<file path="src/rtl/i2c_codec_responder_pkg.sv">
// Shared types and constants for the I2C codec register responder.
package i2c_codec_responder_pkg;

    localparam int unsigned DATA_W     = 9;
    localparam int unsigned REG_ADDR_W = 7;
    localparam int unsigned RD_ADDR_W  = 4;
    localparam int unsigned BIT_CNT_W  = 4;
    localparam int unsigned RESET_REG  = 15;

    typedef enum logic [2:0] {
        IDLE,
        ADDR,
        ACK_A,
        BYTE1,
        ACK_1,
        BYTE2,
        ACK_2,
        IGNORE
    } state_e;

    localparam logic [DATA_W-1:0] R0_DEFAULT = 9'h097;
    localparam logic [DATA_W-1:0] R1_DEFAULT = 9'h097;
    localparam logic [DATA_W-1:0] R2_DEFAULT = 9'h079;
    localparam logic [DATA_W-1:0] R3_DEFAULT = 9'h079;
    localparam logic [DATA_W-1:0] R4_DEFAULT = 9'h00A;
    localparam logic [DATA_W-1:0] R5_DEFAULT = 9'h008;
    localparam logic [DATA_W-1:0] R6_DEFAULT = 9'h09F;
    localparam logic [DATA_W-1:0] R7_DEFAULT = 9'h00A;
    localparam logic [DATA_W-1:0] R8_DEFAULT = 9'h000;
    localparam logic [DATA_W-1:0] R9_DEFAULT = 9'h000;

    // Power-on / soft-reset value of register idx
    function automatic logic [DATA_W-1:0] reg_default(input int unsigned idx);
        case (idx)
            0:       return R0_DEFAULT;
            1:       return R1_DEFAULT;
            2:       return R2_DEFAULT;
            3:       return R3_DEFAULT;
            4:       return R4_DEFAULT;
            5:       return R5_DEFAULT;
            6:       return R6_DEFAULT;
            7:       return R7_DEFAULT;
            8:       return R8_DEFAULT;
            9:       return R9_DEFAULT;
            default: return '0;
        endcase
    endfunction

endpackage

</file>
<file path="src/rtl/i2c_codec_responder_line_sync.sv">
// SCL/SDA synchronizers with START, STOP and SCL edge detection.
module i2c_line_sync (
    input  logic clk,
    input  logic rst_n,
    input  logic scl_in,
    input  logic sda_in,
    output logic sda_c,
    output logic scl_rise_c,
    output logic scl_fall_c,
    output logic start_c,
    output logic stop_c
);

    logic [1:0] scl_sync_q, scl_sync_d;
    logic [1:0] sda_sync_q, sda_sync_d;
    logic       scl_prev_q, scl_prev_d;
    logic       sda_prev_q, sda_prev_d;
    logic       scl_s;
    logic       sda_s;

    // Next values: shift raw lines through two stages, keep one cycle of history
    always_comb begin
        scl_sync_d = {scl_sync_q[0], scl_in};
        sda_sync_d = {sda_sync_q[0], sda_in};
        scl_prev_d = scl_sync_q[1];
        sda_prev_d = sda_sync_q[1];
    end

    // Synchronizer and history flops; idle bus level is high
    always_ff @(posedge clk or negedge rst_n) begin
        if (!rst_n) begin
            scl_sync_q <= '1;
            sda_sync_q <= '1;
            scl_prev_q <= 1'b1;
            sda_prev_q <= 1'b1;
        end else begin
            scl_sync_q <= scl_sync_d;
            sda_sync_q <= sda_sync_d;
            scl_prev_q <= scl_prev_d;
            sda_prev_q <= sda_prev_d;
        end
    end

    assign scl_s      = scl_sync_q[1];
    assign sda_s      = sda_sync_q[1];
    assign sda_c      = sda_s;
    assign scl_rise_c = scl_s & ~scl_prev_q;
    assign scl_fall_c = ~scl_s & scl_prev_q;
    // SDA transitions are only bus conditions while SCL stays high across both samples
    assign start_c    = scl_s & scl_prev_q & sda_prev_q & ~sda_s;
    assign stop_c     = scl_s & scl_prev_q & ~sda_prev_q & sda_s;

endmodule

</file>
<file path="src/rtl/i2c_codec_responder.sv">
// Write-only I2C responder feeding a 9-bit codec register file.
module i2c_codec_responder
    import i2c_codec_responder_pkg::*;
#(
    parameter logic [6:0]  DEV_ADDR = 7'h1A,
    parameter int unsigned NUM_REGS = 16
) (
    input  logic                  clk,
    input  logic                  reset,
    input  logic                  i2c_sclk,
    input  logic                  i2c_sdat_in,
    output logic                  i2c_sdat_oe,
    output logic                  wr_valid,
    output logic [REG_ADDR_W-1:0] wr_addr,
    output logic [DATA_W-1:0]     wr_data,
    input  logic [RD_ADDR_W-1:0]  rd_addr,
    output logic [DATA_W-1:0]     rd_data,
    output logic                  busy
);

    localparam logic [7:0] ADDR_MATCH = {DEV_ADDR, 1'b0};

    logic sda_s, scl_rise_c, scl_fall_c, start_c, stop_c;

    state_e                state_q, state_d;
    logic [BIT_CNT_W-1:0]  cnt_q, cnt_d;
    logic [7:0]            shift_q, shift_d;
    logic [REG_ADDR_W-1:0] reg_addr_q, reg_addr_d;
    logic                  data_hi_q, data_hi_d;
    logic                  oe_q, oe_d;
    logic                  wr_valid_q, wr_valid_d;
    logic [REG_ADDR_W-1:0] wr_addr_q, wr_addr_d;
    logic [DATA_W-1:0]     wr_data_q, wr_data_d;
    logic                  busy_q, busy_d;
    logic [DATA_W-1:0]     regs_q [NUM_REGS];
    logic [DATA_W-1:0]     regs_d [NUM_REGS];
    logic                  byte_done_c, reg_ok_c, shifting_c;

    i2c_line_sync u_line_sync (
        .clk        (clk),
        .rst_n      (reset),
        .scl_in     (i2c_sclk),
        .sda_in     (i2c_sdat_in),
        .sda_c      (sda_s),
        .scl_rise_c (scl_rise_c),
        .scl_fall_c (scl_fall_c),
        .start_c    (start_c),
        .stop_c     (stop_c)
    );

    assign byte_done_c = (cnt_q == BIT_CNT_W'(8));
    assign reg_ok_c    = (32'(shift_q[7:1]) < NUM_REGS);
    assign shifting_c  = (state_q == ADDR) || (state_q == BYTE1) || (state_q == BYTE2);

    // State register
    always_ff @(posedge clk or negedge reset) begin
        if (!reset) state_q <= IDLE;
        else        state_q <= state_d;
    end

    // Next state: bus conditions override everything, otherwise advance on SCL falls
    always_comb begin
        state_d = state_q;
        if (start_c) begin
            state_d = ADDR;
        end else if (stop_c) begin
            state_d = IDLE;
        end else if (scl_fall_c) begin
            case (state_q)
                ADDR:    if (byte_done_c) state_d = (shift_q == ADDR_MATCH) ? ACK_A : IGNORE;
                ACK_A:   state_d = BYTE1;
                BYTE1:   if (byte_done_c) state_d = reg_ok_c ? ACK_1 : IGNORE;
                ACK_1:   state_d = BYTE2;
                BYTE2:   if (byte_done_c) state_d = ACK_2;
                ACK_2:   state_d = IGNORE;
                default: state_d = state_q;
            endcase
        end
    end

    // Datapath and outputs: bit shifting, ACK drive, write commit
    always_comb begin
        cnt_d      = cnt_q;
        shift_d    = shift_q;
        reg_addr_d = reg_addr_q;
        data_hi_d  = data_hi_q;
        wr_valid_d = 1'b0;
        wr_addr_d  = wr_addr_q;
        wr_data_d  = wr_data_q;
        busy_d     = busy_q;
        regs_d     = regs_q;
        oe_d       = (state_d == ACK_A) || (state_d == ACK_1) || (state_d == ACK_2);

        if (start_c) begin
            cnt_d  = '0;
            busy_d = 1'b1;
        end else if (stop_c) begin
            cnt_d  = '0;
            busy_d = 1'b0;
        end else if (scl_rise_c && shifting_c && !byte_done_c) begin
            shift_d = {shift_q[6:0], sda_s};
            cnt_d   = cnt_q + BIT_CNT_W'(1);
        end else if (scl_fall_c && (state_d != state_q)) begin
            cnt_d = '0;
        end

        if ((state_q == BYTE1) && (state_d == ACK_1)) begin
            reg_addr_d = shift_q[7:1];
            data_hi_d  = shift_q[0];
        end

        // Commit coincides with the SCL fall that raises the final ACK
        if ((state_q == BYTE2) && (state_d == ACK_2)) begin
            wr_valid_d = 1'b1;
            wr_addr_d  = reg_addr_q;
            wr_data_d  = {data_hi_q, shift_q};
            for (int unsigned i = 0; i < NUM_REGS; i++) begin
                if (reg_addr_q == REG_ADDR_W'(RESET_REG)) begin
                    regs_d[i] = reg_default(i);
                end else if (reg_addr_q == REG_ADDR_W'(i)) begin
                    regs_d[i] = {data_hi_q, shift_q};
                end
            end
        end
    end

    // Datapath flops; SDA release is immediate on reset assertion
    always_ff @(posedge clk or negedge reset) begin
        if (!reset) begin
            cnt_q      <= '0;
            shift_q    <= '0;
            reg_addr_q <= '0;
            data_hi_q  <= 1'b0;
            oe_q       <= 1'b0;
            wr_valid_q <= 1'b0;
            wr_addr_q  <= '0;
            wr_data_q  <= '0;
            busy_q     <= 1'b0;
            for (int unsigned i = 0; i < NUM_REGS; i++) regs_q[i] <= reg_default(i);
        end else begin
            cnt_q      <= cnt_d;
            shift_q    <= shift_d;
            reg_addr_q <= reg_addr_d;
            data_hi_q  <= data_hi_d;
            oe_q       <= oe_d;
            wr_valid_q <= wr_valid_d;
            wr_addr_q  <= wr_addr_d;
            wr_data_q  <= wr_data_d;
            busy_q     <= busy_d;
            regs_q     <= regs_d;
        end
    end

    // Combinational register file read port
    always_comb begin
        rd_data = '0;
        for (int unsigned i = 0; i < NUM_REGS; i++) begin
            if (rd_addr == RD_ADDR_W'(i)) rd_data = regs_q[i];
        end
    end

    assign i2c_sdat_oe = oe_q;
    assign wr_valid    = wr_valid_q;
    assign wr_addr     = wr_addr_q;
    assign wr_data     = wr_data_q;
    assign busy        = busy_q;

endmodule

</file>
<file path="config.mk">
export PLATFORM = sky130hd
export DESIGN_NAME = i2c_codec_responder
export DESIGN_NICKNAME = d
export VERILOG_FILES = /design/src/rtl/i2c_codec_responder_pkg.sv /design/src/rtl/i2c_codec_responder_line_sync.sv /design/src/rtl/i2c_codec_responder.sv
export SDC_FILE = /design/constraint.sdc
export NUM_CORES = 1
export LEC_CHECK = 0
export ABC_AREA = 1
export BUFFER_PORTS_ARGS = -buffer_cell sky130_fd_sc_hd__buf_2
export CAP_MARGIN = 5
export CORE_MARGIN = 2
export CORE_UTILIZATION = 56
export DETAILED_ROUTE_END_ITERATION = 10
export GPL_TIMING_DRIVEN = 1
export PLACE_DENSITY = 0.76
export SLEW_MARGIN = 5
export SYNTH_ARGS = -nofsm -noshare
export SYNTH_HDL_FRONTEND = slang
export SYNTH_SLANG_ARGS = --single-unit
</file>
<file path="constraint.sdc">
create_clock -name clk -period 2.1 [get_ports clk]
set_input_delay 0.21 -clock clk [delete_from_list [all_inputs] [get_ports clk]]
set_output_delay 0.21 -clock clk [all_outputs]
set_load 0.02 [all_outputs]
</file>
# After elaboration in Yosys (flattened, before gate mapping)
# Index checks and enable logic that the tools add are counted.
[word_totals]
input_bits = 8
ram_bits = 0
latchBits = 0
n_memories = 0
output_inout_bits = 28
elab_cells = 193
romBits = 0
register_bits = 183
[op_classes]
n_addsub = 1
n_div = 0
magnitude_cmp = 1
bitwise = 13
multipliers = 0
shift = 0
muxes = 62
n_eq_ne = 42
reduce_logical = 45
[ops]
columns = ["op", "n"]
rows = [
  ["$mux W9", 46],
  ["$eq A7 B4 Y1 const B", 8],
  ["$eq A4 B4 Y1 const B", 9],
  ["$reduce_bool A2 Y1", 16],
  ["$reduce_and A2 Y1", 15],
  ["$eq A7 B3 Y1 const B", 4],
  ["$mux W3", 7],
  ["$pmux W3 S6", 1],
  ["$eq A4 B3 Y1 const B", 4],
  ["$mux W4", 4],
  ["$eq A3 B3 Y1 const B", 5],
  ["$eq A7 B2 Y1 const B", 2],
  ["$eq A3 B2 Y1 const B", 3],
  ["$eq A4 B2 Y1 const B", 2],
  ["$eq A8 B6 Y1 const B", 1],
  ["$and A1 B1 Y1", 7],
  ["$eq A7 B1 Y1 const B", 1],
  ["$logic_not A7 Y1", 1],
  ["$lt A7 B5 Y1 const B", 1],
  ["$not A1 Y1", 6],
  ["$logic_and A1 B1 Y1", 5],
  ["$add A4 B1 Y4 const B", 1],
  ["$eq A4 B1 Y1 const B", 1],
  ["$logic_not A4 Y1", 1],
  ["other kinds (8)", 13],
]

# Logic depth before layout (Yosys ltp)
# Gate-level depths: netlist of run 1.
[logic_depth]
ltp_word = 17
mapped_depth = 16

# Modules after synthesis
# From an unflattened synthesis of run 1, not the netlist that was laid out.
[unflattened]
cells_unflattened = 1027
hier_area_um2 = 8516.9
[modules_own_cells]
columns = ["mod", "cells_each", "n_inst", "area_each_um2"]
rows = [
  ["i2c_codec_responder", 1010, 1, 8318.0],
  ["i2c_line_sync", 17, 1, 198.9],
]

# Worst setup path after synthesis of run 1
# OpenSTA, ideal clock, no wires.
[synth_path]
kind = "register to register"
startpoint = "register cnt_q[0]"
endpoint = "register regs_q[116] (netlist bit)"
required_ns = 1.980
path_stages_with_launch = 16
t_arrival_ns = 2.045
setup_slack_ns = -0.065
period_less_slack_ns = 2.165
n_path_buf = 2
cell_sequence = "dfrtp_1 -> inv_1 -> ha_1 -> nand3_1 -> inv_1 -> nand3_1 -> a21oi_1 -> nand2_1 -> nand2_1 -> nand2_2 -> nor3_4 -> buf_12 -> nand3_4 -> buf_6 -> nand2_1 -> o21ai_2"
[synth_between]
elab_chain_cells = 9
elab_cells_between_ends = 11
[synth_rtl]
columns = ["element", "line", "rtl"]
rows = [
  ["start: declaration", "i2c_codec_responder.sv:26", "logic [BIT_CNT_W-1:0] cnt_q, cnt_d;"],
  ["start signal: assignment", "i2c_codec_responder.sv:141", "cnt_q <= cnt_d;"],
  ["$eq A4 B4 Y1 *", "i2c_codec_responder.sv:51", "assign byte_done_c = (cnt_q == BIT_CNT_W'(8));"],
  ["$mux W3, on equally long branches", "i2c_codec_responder.sv:74, i2c_codec_responder.sv:70, i2c_codec_responder.sv:72", ""],
  ["$pmux W3 S6 *", "i2c_codec_responder.sv:69", "case (state_q)"],
  ["$mux W3 *", "i2c_codec_responder.sv:68", "end else if (scl_fall_c) begin"],
  ["$mux W3 *", "i2c_codec_responder.sv:66", "end else if (stop_c) begin"],
  ["$mux W3 *", "i2c_codec_responder.sv:64", "if (start_c) begin"],
  ["named net state_d[0]", "i2c_codec_responder.sv:25", "state_e state_q, state_d;"],
  ["$eq A3 B3 Y1 *", "i2c_codec_responder.sv:113", "if ((state_q == BYTE2) && (state_d == ACK_2)) begin"],
  ["$logic_and A1 B1 Y1 *", "i2c_codec_responder.sv:113", ""],
  ["$reduce_and A2 Y1 (no line) *", "-", ""],
  ["end signal: assignment", "i2c_codec_responder.sv:150", "regs_q <= regs_d;"],
  ["end: declaration", "i2c_codec_responder.sv:35", "logic [DATA_W-1:0] regs_q [NUM_REGS];"],
]
# The timed path passes the listed nets; every way through them passes the cells marked *.
# A chain may end at the register's enable or synchronous reset.

# Worst setup path after layout of run 1
[layout_path]
startpoint = "register cnt_q[0]"
endpoint = "register regs_q[87] (netlist bit)"
# Same word-level chain as after synthesis.

==> results of run 1 <==
placed cells by master, fill, tap and decap left out, drive strengths merged:
master / netlist / final
clkbuf: 18 / 25
buf: 13 / 128
nor3: 6 / 6
nand3: 25 / 40
o21bai: 1 / 1
clkinv: 0 / 6
xnor2: 1 / 1
o21ai: 163 / 163
dlygate4sd3: 0 / 3
dfrtp: 146 / 146
inv: 86 / 88
or2: 16 / 16
nand4: 27 / 27
dfstp: 37 / 37
a21oi: 10 / 10
nand2: 399 / 421
xor2: 2 / 2
bufinv: 0 / 2
nand3b: 1 / 1
nor4: 1 / 1
nor2: 89 / 89
clkinvlp: 0 / 1
ha: 2 / 2
flip-flops by register name, summed over array words and instances, names as in the netlist:
signal and count:
u_line_sync.sda_prev_q 1, data_hi_q 1, i2c_sdat_oe 1, u_line_sync.scl_prev_q 1
busy 1, wr_addr 7, state_q 3, cnt_q 4
u_line_sync.scl_sync_q 2, regs_q 135, u_line_sync.sda_sync_q 2, shift_q 8
wr_data 9, wr_valid 1, reg_addr_q 7
power breakdown:
part | internal (uW) | switching [uW]
Sequential | 3650 | 109
Clock | 1790 | 1490
Combinational | 819 | 1420
Total | 6260 | 3020
worst paths after layout:
| path | start | endpoint | slack, ns | cells past startpoint |
|---|---|---|---|---|
| max | cnt_q[0]$_DFFE_PN0P_ | regs_q[87]$_DFFE_PN0P_ | -0.42 | 15 |
| min | reset | regs_q[99]$_DFFE_PN0P_ | 0.31 | 2 |
| max reg2reg | cnt_q[0]$_DFFE_PN0P_ | regs_q[87]$_DFFE_PN0P_ | -0.42 | 15 |
| min reg2reg | u_line_sync.sda_sync_q[0]$_DFF_PN1_ | u_line_sync.sda_sync_q[1]$_DFF_PN1_ | 0.36 | 0 |
| max in group asynchronous | reset | regs_q[83]$_DFFE_PN1P_ | 1.04 | 3 |
| min in group clk | u_line_sync.sda_sync_q[0]$_DFF_PN1_ | u_line_sync.sda_sync_q[1]$_DFF_PN1_ | 0.36 | 0 |
final cells by class:
cell class,count,share of cell area [%]
multi-input combinational,780,40.2
sequential,183,38.8
timing repair buffer,135,11.5
clock buffer,21,3.77
inverter,86,2.85
tap,188,1.97
clock inverter,11,1.03
worst max-delay path: stages (launching register included):
cell and delay (ns):
dfrtp_1 0.40, inv_2 0.08, ha_4 0.14, nand3_4 0.12
inv_4 0.10, nand3_4 0.08, a21oi_2 0.14, nand2_1 0.08
nand2_2 0.07, nand2_2 0.07, nor3_4 0.20, buf_6 0.20
buf_16 0.19, nand2_8 0.11, nand2_1 0.19, o21ai_0 0.19
per-layer routing:
layer	routed length, um	vias to the layer above	track usage, %
li1	-	3726	-
met1	11900	4336	46.7
met2	15000	893	56.0
met3	4530	332	8.25
met4	3020	0	15.3
met5	0	-	0
kinds of logic (layout without fill, tap and decap cells):
group | count (synthesis) | in the layout | share of synthesized area, %
AND/OR/NAND/NOR | 564 | 601 | 28.3
AO/OA/AOI/OAI | 174 | 174 | 10.7
buffers and inverters | 117 | 253 | 6.34
flip-flops | 183 | 183 | 54.0
adder cells (fa/ha/maj) | 2 | 2 | 0.292
XOR/XNOR | 3 | 3 | 0.307
what timing repair did:
item	in CTS	in global routing
gates cloned	30	16
endpoints found under the hold margin	39	0
setup buffers	21	11
hold buffers	3	0
gates resized for setup	172	210
pin swaps	20	35
endpoints found under the setup margin	161	174
metrics by stage:
step                      hold slack (ns)  cells  TNS [ns]  power (uW)
after CTS                           0.331   1384    -17.10        8900
after detailed placement            0.212   1299     -7.80        5620
final                               0.311   1404    -29.81        9280
after floorplan                   -0.0856   1043   -0.0954        4640
after global placement              0.215   1299   -0.0115        5600
after global routing                0.345   1404    -42.72        9550
==> flow_summary.ini, run 1 <==
[run_status]
status = complete, but fails checks
violations = setup timing

[finish]
syn_to_final_growth_pct = 39.6
drive_gt1_share_pct = 40.3
multi_input_area_um2 = 4800
fillers = 817
final_util_pct = 79.2
finalNetCount = 1213
final_cell_area_um2 = 11900
antennaDiodeCount = 0
regArea_um2 = 4630

[place]
port_buffers = 35
hpwl_um = 14600
dpl_cell_area_um2 = 9430
globalplace.congestion = 0.885
preCtsSetupSlack_ns = -0.124

[floorplanning]
start_util_pct = 56.7
fp.dieH_um = 128
core_area_um2 = 15100
die_w_um = 128
dieArea_um2 = 16300
rows = 45
ioPinCount = 36

[timing]
maxSlewViolCount = 0
slew_headroom_pct = 35.2
setup_viol = 174
timing_hold_violations_final = 0
worstMarginPinSlew_ns = 0.968
fin_crit_ns = 2.52
max_freq_ghz = 0.397
final.period_utilization_pct = 120
setup_ws_ns = -0.416
rsz0062_at_grt = true
worst_clock_skew_ns = 0.0119

[job]
cap_viol_max_count = 0

[yosys]
syn_area_per_cell_um2 = 8.21
synth.net_count = 1053
synth_area_leader_cell = dfrtp_1
synth.top_cell.area_share_pct = 42.7
synth_flop_cell = dfrtp_1
seq_area_frac_synth_pct = 54.0
synth_seq_cells = 183
yosysWarningCount = 0
synthTopCellsByArea = dfrtp_1 43%, nand2_1 17%, dfstp_2 11%
synth_common_cells = 387 x nand2_1, 146 x dfrtp_1, 114 x o21ai_0
async_flop_share_pct = 100
synth_cell_types = 33
synth-edff-count = 0
yosysMostFrequentCell = nand2_1
synth_area_um2 = 8560
synthCells = 1043

[clock_network]
clkTransAtPathRegs_ns = 0.07
root_buffer = clkbuf_16
cts_tree = done
h-tree-depth = 4
numCtsBuffers = 17
cts.path.max_buffers = 2
cts_sinks = 183
clock_latency_ns = 0.45

[power]
ir_worst_vdd_mv = 0.735
p_leak_uw = 0.00528
power_density_nw_per_um2 = 777

[setup_path]
cp.arrival_ns = 2.82
crit_fanout = 9
required_ns = 2.40
start_kind = flop
crit_path_end_kind = flop
crit_type = reg -> reg

[drt]
drt_pass1_iterations = 6
wl_per_cell_um = 24.5
wl_um = 34400
vias_per_cell = 6.61
ant_nets = 0
num_vias = 9287
drc = 0
drt-initial-drc-count = 1679

[global_route]
grt_pass1_wl_um = 43800
grt_usage_pct = 35.2
antenna_found_initial = 0
grt_max_degree = 57
grt-ovfl-total = 0
grt_pass1_vias = 8104

[worst_hold_path]
worstHoldPathType = in -> async
Power figures use the tool's default switching activity.
==> run 2, diff against run 1 <==
--- a/config.mk
+++ b/config.mk
@@ -5,14 +5,13 @@
 export SDC_FILE = /design/constraint.sdc
 export NUM_CORES = 1
 export LEC_CHECK = 0
-export ABC_AREA = 1
 export BUFFER_PORTS_ARGS = -buffer_cell sky130_fd_sc_hd__buf_2
 export CAP_MARGIN = 5
 export CORE_MARGIN = 2
 export CORE_UTILIZATION = 56
 export DETAILED_ROUTE_END_ITERATION = 10
 export GPL_TIMING_DRIVEN = 1
-export PLACE_DENSITY = 0.76
+export PLACE_DENSITY_LB_ADDON = 0.08
 export SLEW_MARGIN = 5
 export SYNTH_ARGS = -nofsm -noshare
 export SYNTH_HDL_FRONTEND = slang
==> flow_summary.ini, run 2 <==
[global_route]
antenna_found_initial = 0
grt_pass1_vias = 7128
grt-ovfl-total = 0
grt_usage_pct = 31.0
grt_pass1_wl_um = 38700
grt_max_degree = 60

[drt]
wl_um = 24300
wl_per_cell_um = 21.2
drc = 0
drt_pass1_iterations = 5
num_vias = 7032
vias_per_cell = 6.15
drt-initial-drc-count = 493
ant_nets = 0

[timing]
maxSlewViolCount = 0
max_freq_ghz = 0.467
worst_clock_skew_ns = 0.0105
finalSetupTns_ns = -0.0822
setup_ws_ns = -0.0415
final.period_utilization_pct = 102
setup_viol = 3
slew_headroom_pct = 65.4
fin_crit_ns = 2.14
worstMarginPinSlew_ns = 0.519
rsz0062_at_grt = true
timing_hold_violations_final = 0

[place]
globalplace.congestion = 0.902
hpwl_um = 16900
port_buffers = 35
preCtsSetupSlack_ns = -0.0529

[floorplanning]
fp.dieH_um = 129
start_util_pct = 57.3
rows = 45
core_area_um2 = 15200
ioPinCount = 36
die_w_um = 129
dieArea_um2 = 16600

[power]
p_leak_uw = 0.00480
power_density_nw_per_um2 = 774
ir_worst_vdd_mv = 0.593

[clock_network]
clkTransAtPathRegs_ns = 0.07
cts_sinks = 183
numCtsBuffers = 17
clock_latency_ns = 0.43
cts_tree = done
h-tree-depth = 4
cts.path.max_buffers = 2
root_buffer = clkbuf_16

[yosys]
seq_area_frac_synth_pct = 53.1
synth_area_um2 = 8720
synthTopCellsByArea = dfrtp_1 42%, dfstp_2 11%, mux2_2 7.6%
synth_seq_cells = 183
yosysWarningCount = 0
synth.net_count = 859
synth_common_cells = 162 x nand2_1, 146 x dfrtp_1, 100 x o21ai_0
synth_flop_cell = dfrtp_1
synth_cell_types = 67
async_flop_share_pct = 100
synth.top_cell.area_share_pct = 41.9
synth-edff-count = 0
synthCells = 849
syn_area_per_cell_um2 = 10.3
synth_area_leader_cell = dfrtp_1
yosysMostFrequentCell = nand2_1

[finish]
largest_reg_flops = 135
drive_gt1_share_pct = 31.8
layout_commonest_cell = nand2_1
mostFrequentLayoutCells = 162 x nand2_1, 146 x dfrtp_1, 99 x o21ai_0
regMostFlops = regs_q
finalNetCount = 953
syn_to_final_growth_pct = 21.2
antennaDiodeCount = 0
fillers = 1118

[setup_path]
start_kind = flop
crit_fanout = 2
required_ns = 1.89
crit_type = reg -> out
crit_path_end_kind = primary output
cp.arrival_ns = 1.93

[worst_hold_path]
worstHoldPathType = in -> async

[job]
cap_viol_max_count = 0

[run_status]
status = complete, but fails checks
violations = setup timing
[run 2: cell count changes after synthesis, sizes merged, moves of 24 or more]
cell and change:
nor2 -51, inv -73, a21oi +24, mux2 +62, nand2 -237, o21ai -62
[run 2: cell families after synthesis]
group	after synthesis	synth area share [%]
compound gates	210	14.8
xor+xnor	6	0.603
simple gates	296	16.8
buf+inv	71	3.49
flops	183	53.1
mux	81	11.0
fa+ha+maj	2	0.287
[run 2: final timing paths]
path,startpoint,depth (start not counted),slack [ns],endpoint
worst max-delay path,regs_q[52]$_DFFE_PN0P_,5,-0.04,rd_data[7]
worst min-delay path,reset,2,0.27,regs_q[87]$_DFFE_PN0P_
worst max register to register,reg_addr_q[4]$_DFFE_PN0P_,7,0.04,regs_q[63]$_DFFE_PN0P_
worst min register to register,u_line_sync.scl_sync_q[0]$_DFF_PN1_,0,0.36,u_line_sync.scl_sync_q[1]$_DFF_PN1_
max in group asynchronous,reset,3,1.01,regs_q[114]$_DFFE_PN1P_
min in group clk,u_line_sync.scl_sync_q[0]$_DFF_PN1_,0,0.36,u_line_sync.scl_sync_q[1]$_DFF_PN1_
[run 2: layout make-up]
| class | count | area [um^2] | area share (%) |
|---|---|---|---|
| clock buffer | 19 | 443 | 4.19 |
| clock inverter | 13 | 136 | 1.29 |
| inverter | 14 | 52.6 | 0.498 |
| multi-input combinational | 596 | 4010 | 38.0 |
| sequential | 183 | 4630 | 43.8 |
| tap | 188 | 235 | 2.23 |
| timing repair buffer | 131 | 1050 | 9.99 |
[run 2: report_power, final]
| group | switching [uW] | internal [uW] |
|---|---|---|
| registers | 235 | 3610 |
| clock network | 1470 | 1710 |
| logic | 692 | 453 |
[run 2: worst max-delay path, cell delays in order, from the launching register on]
cell and delay (ns):
dfrtp_1 0.39, mux2_2 0.30, a221oi_4 0.26, a211oi_2 0.06, o32a_1 0.33, buf_2 0.17
[run 2: timing repair]
item / CTS / global route
resized for setup: 16 / 41
setup buffers: 4 / 3
cloned: 1 / 0
hold buffers: 3 / 0
setup endpoints to repair: 58 / 73
pin swaps: 6 / 8
hold endpoints to repair: 40 / 0
[run 2: through the flow]
| stage | total power, uW | hold slack, ns | cell area (um^2) | utilization, % | cells |
|---|---|---|---|---|---|
| final | 8170 | 0.269 | 10600 | 69.5 | 1144 |
| after global routing | 8460 | 0.294 | 10600 | 69.5 | 1144 |
| after CTS | 8160 | 0.284 | 10400 | 68.3 | 1142 |
| after detailed placement | 5000 | 0.166 | 9660 | 63.5 | 1103 |
| after global placement | 4980 | 0.159 | 9660 | 63.5 | 1103 |
| after floorplan | 4330 | -0.0856 | 8720 | - | 849 |
[run 2: layer usage]
| metal | routed length (um) | GRT usage (%) | share of wire (%) |
|---|---|---|---|
| met1 | 10100 | 40.3 | 41 |
| met4 | 1020 | 15.0 | 4.2 |
| met3 | 1430 | 6.24 | 5.9 |
| met5 | 0 | 0 | 0 |
| met2 | 11800 | 50.4 | 49 |
==> run 3, diff against run 2 <==
--- a/config.mk
+++ b/config.mk
@@ -7,8 +7,10 @@
 export LEC_CHECK = 0
 export BUFFER_PORTS_ARGS = -buffer_cell sky130_fd_sc_hd__buf_2
 export CAP_MARGIN = 5
+export CELL_PAD_IN_SITES_DETAIL_PLACEMENT = 1
+export CELL_PAD_IN_SITES_GLOBAL_PLACEMENT = 1
 export CORE_MARGIN = 2
-export CORE_UTILIZATION = 56
+export CORE_UTILIZATION = 44
 export DETAILED_ROUTE_END_ITERATION = 10
 export GPL_TIMING_DRIVEN = 1
 export PLACE_DENSITY_LB_ADDON = 0.08
==> flow_summary.ini, run 3 (synthesized netlist as in run 2, its figures left out) <==
[clock_network]
clock_latency_ns = 0.43
numCtsBuffers = 17
cts_sinks = 183
cts.path.max_buffers = 2
clkTransAtPathRegs_ns = 0.07
h-tree-depth = 4
root_buffer = clkbuf_16
cts_tree = done

[floorplanning]
dieArea_um2 = 21000
die_w_um = 145
start_util_pct = 44.8
rows = 51
ioPinCount = 36
fp.dieH_um = 145
core_area_um2 = 19500

[global_route]
grt_pass1_vias = 7674
grt_usage_pct = 27.7
grt_util_met3_pct = 4.80
grt_max_degree = 76
antenna_found_initial = 0
use_met1_pct = 34.9
grt_pass1_wl_um = 43200
grt-ovfl-total = 0
busiest_layer = met2
use_met2_pct = 48.0

[worst_hold_path]
worstHoldPathType = reg -> reg

[finish]
syn_to_final_growth_pct = 23.7
final_util_pct = 55.4
regMostFlops = regs_q
layout_commonest_cell = nand2_1
final_cell_area_um2 = 10800
antennaDiodeCount = 0
mostFrequentLayoutCells = 160 x nand2_1, 146 x dfrtp_1, 95 x o21ai_0
largest_reg_flops = 135
finalNetCount = 958
drive_gt1_share_pct = 32.9

[timing]
max_freq_ghz = 0.465
rsz0062_at_grt = true
final.period_utilization_pct = 102
setup_ws_ns = -0.0517
slew_headroom_pct = 54.4
worstMarginPinSlew_ns = 0.685
finalSetupTns_ns = -0.128
timing_hold_violations_final = 0
fin_crit_ns = 2.15
maxSlewViolCount = 0
worst_clock_skew_ns = 0.0100
setup_viol = 3

[run_status]
violations = setup timing
status = complete, but fails checks

[drt]
wl_um = 27200
vias_per_cell = 5.70
num_vias = 6994
drt-initial-drc-count = 379
ant_nets = 0
drt_pass1_iterations = 5
drc = 0
wl_per_cell_um = 22.2

[place]
dpl_cell_area_um2 = 9800
hpwl_um = 19100
globalplace.congestion = 0.882
port_buffers = 35

[setup_path]
crit_fanout = 2
required_ns = 1.89
crit_type = reg -> out
cp.arrival_ns = 1.94
start_kind = flop
crit_path_end_kind = primary output

[power]
p_leak_uw = 0.00486
power_density_nw_per_um2 = 756
ir_worst_vdd_mv = 0.680

[job]
cap_viol_max_count = 0
[run 3: cell count changes in the layout (fill, tap and decap cells not counted), moves of 3 or more]
| cell | change |
|---|---|
| a221oi_1 | -3 |
| a221oi_2 | +4 |
| buf_12 | +4 |
| mux2_2 | +11 |
| mux2_4 | -11 |
| o21ai_0 | -4 |
| o21ai_1 | +4 |
[run 3: where the power goes]
group          switching (uW)  internal [uW]  leakage [uW]
clock                    1500           1690      0.000275
combinational             812            429       0.00218
sequential                105           3620       0.00241
[run 3: routing by layer]
metal	up-vias	routed length [um]
met4	0	709
met1	3598	11800
met2	152	13800
met3	44	924
li1	3200	-
met5	-	0
[run 3: final cells by class]
class	instances	area (um^2)
Multi-Input combinational cell	597	4050
Clock inverter	15	160
Tap cell	265	332
Fill cell	2092	8680
Inverter	14	52.6
Sequential cell	183	4630
Timing Repair Buffer	135	1140
Clock buffer	17	425
[run 3: critical path: stages (launching register included)]
cell and delay, ns:
dfstp_2 0.38, mux4_2 0.49, mux2i_4 0.22, nor2_2 0.06, a31o_2 0.23, buf_6 0.13
[run 3: path summary, 6_finish.rpt]
| kind | from | endpoint | slack [ns] | depth (start not counted) |
|---|---|---|---|---|
| setup reg to reg | reg_addr_q[4]$_DFFE_PN0P_ | regs_q[53]$_DFFE_PN0P_ | 0.03 | 7 |
| hold reg to reg | u_line_sync.sda_sync_q[0]$_DFF_PN1_ | u_line_sync.sda_sync_q[1]$_DFF_PN1_ | 0.36 | 0 |
| setup / recovery | regs_q[111]$_DFFE_PN1P_ | rd_data[3] | -0.05 | 5 |
| min in group asynchronous | reset | regs_q[106]$_DFFE_PN0P_ | 0.39 | 2 |
| hold / removal | u_line_sync.sda_sync_q[0]$_DFF_PN1_ | u_line_sync.sda_sync_q[1]$_DFF_PN1_ | 0.36 | 0 |
| max in group asynchronous | reset | regs_q[122]$_DFFE_PN1P_ | 0.95 | 3 |
[run 3: timing repair]
action | CTS | global route
gates resized for setup | 21 | 40
cloned | 2 | 0
endpoints found under the setup margin | 52 | 111
hold buffers | 3 | 0
pin swaps | 9 | 14
endpoints found under the hold margin | 63 | 0
setup buffers | 3 | 8
[run 3: through the flow]
step	hold slack [ns]	setup slack [ns]	total power (uW)	cells
5_1_grt	0.366	-0.114	8500	1226
4_1_cts	0.359	-0.0787	8170	1219
3_5_place_dp	0.305	-0.0459	4960	1179
3_3_place_gp	0.298	0.0300	4920	1179
2_1_floorplan	-0.0856	0.0126	4330	849
6_report	0.358	-0.0517	8150	1226
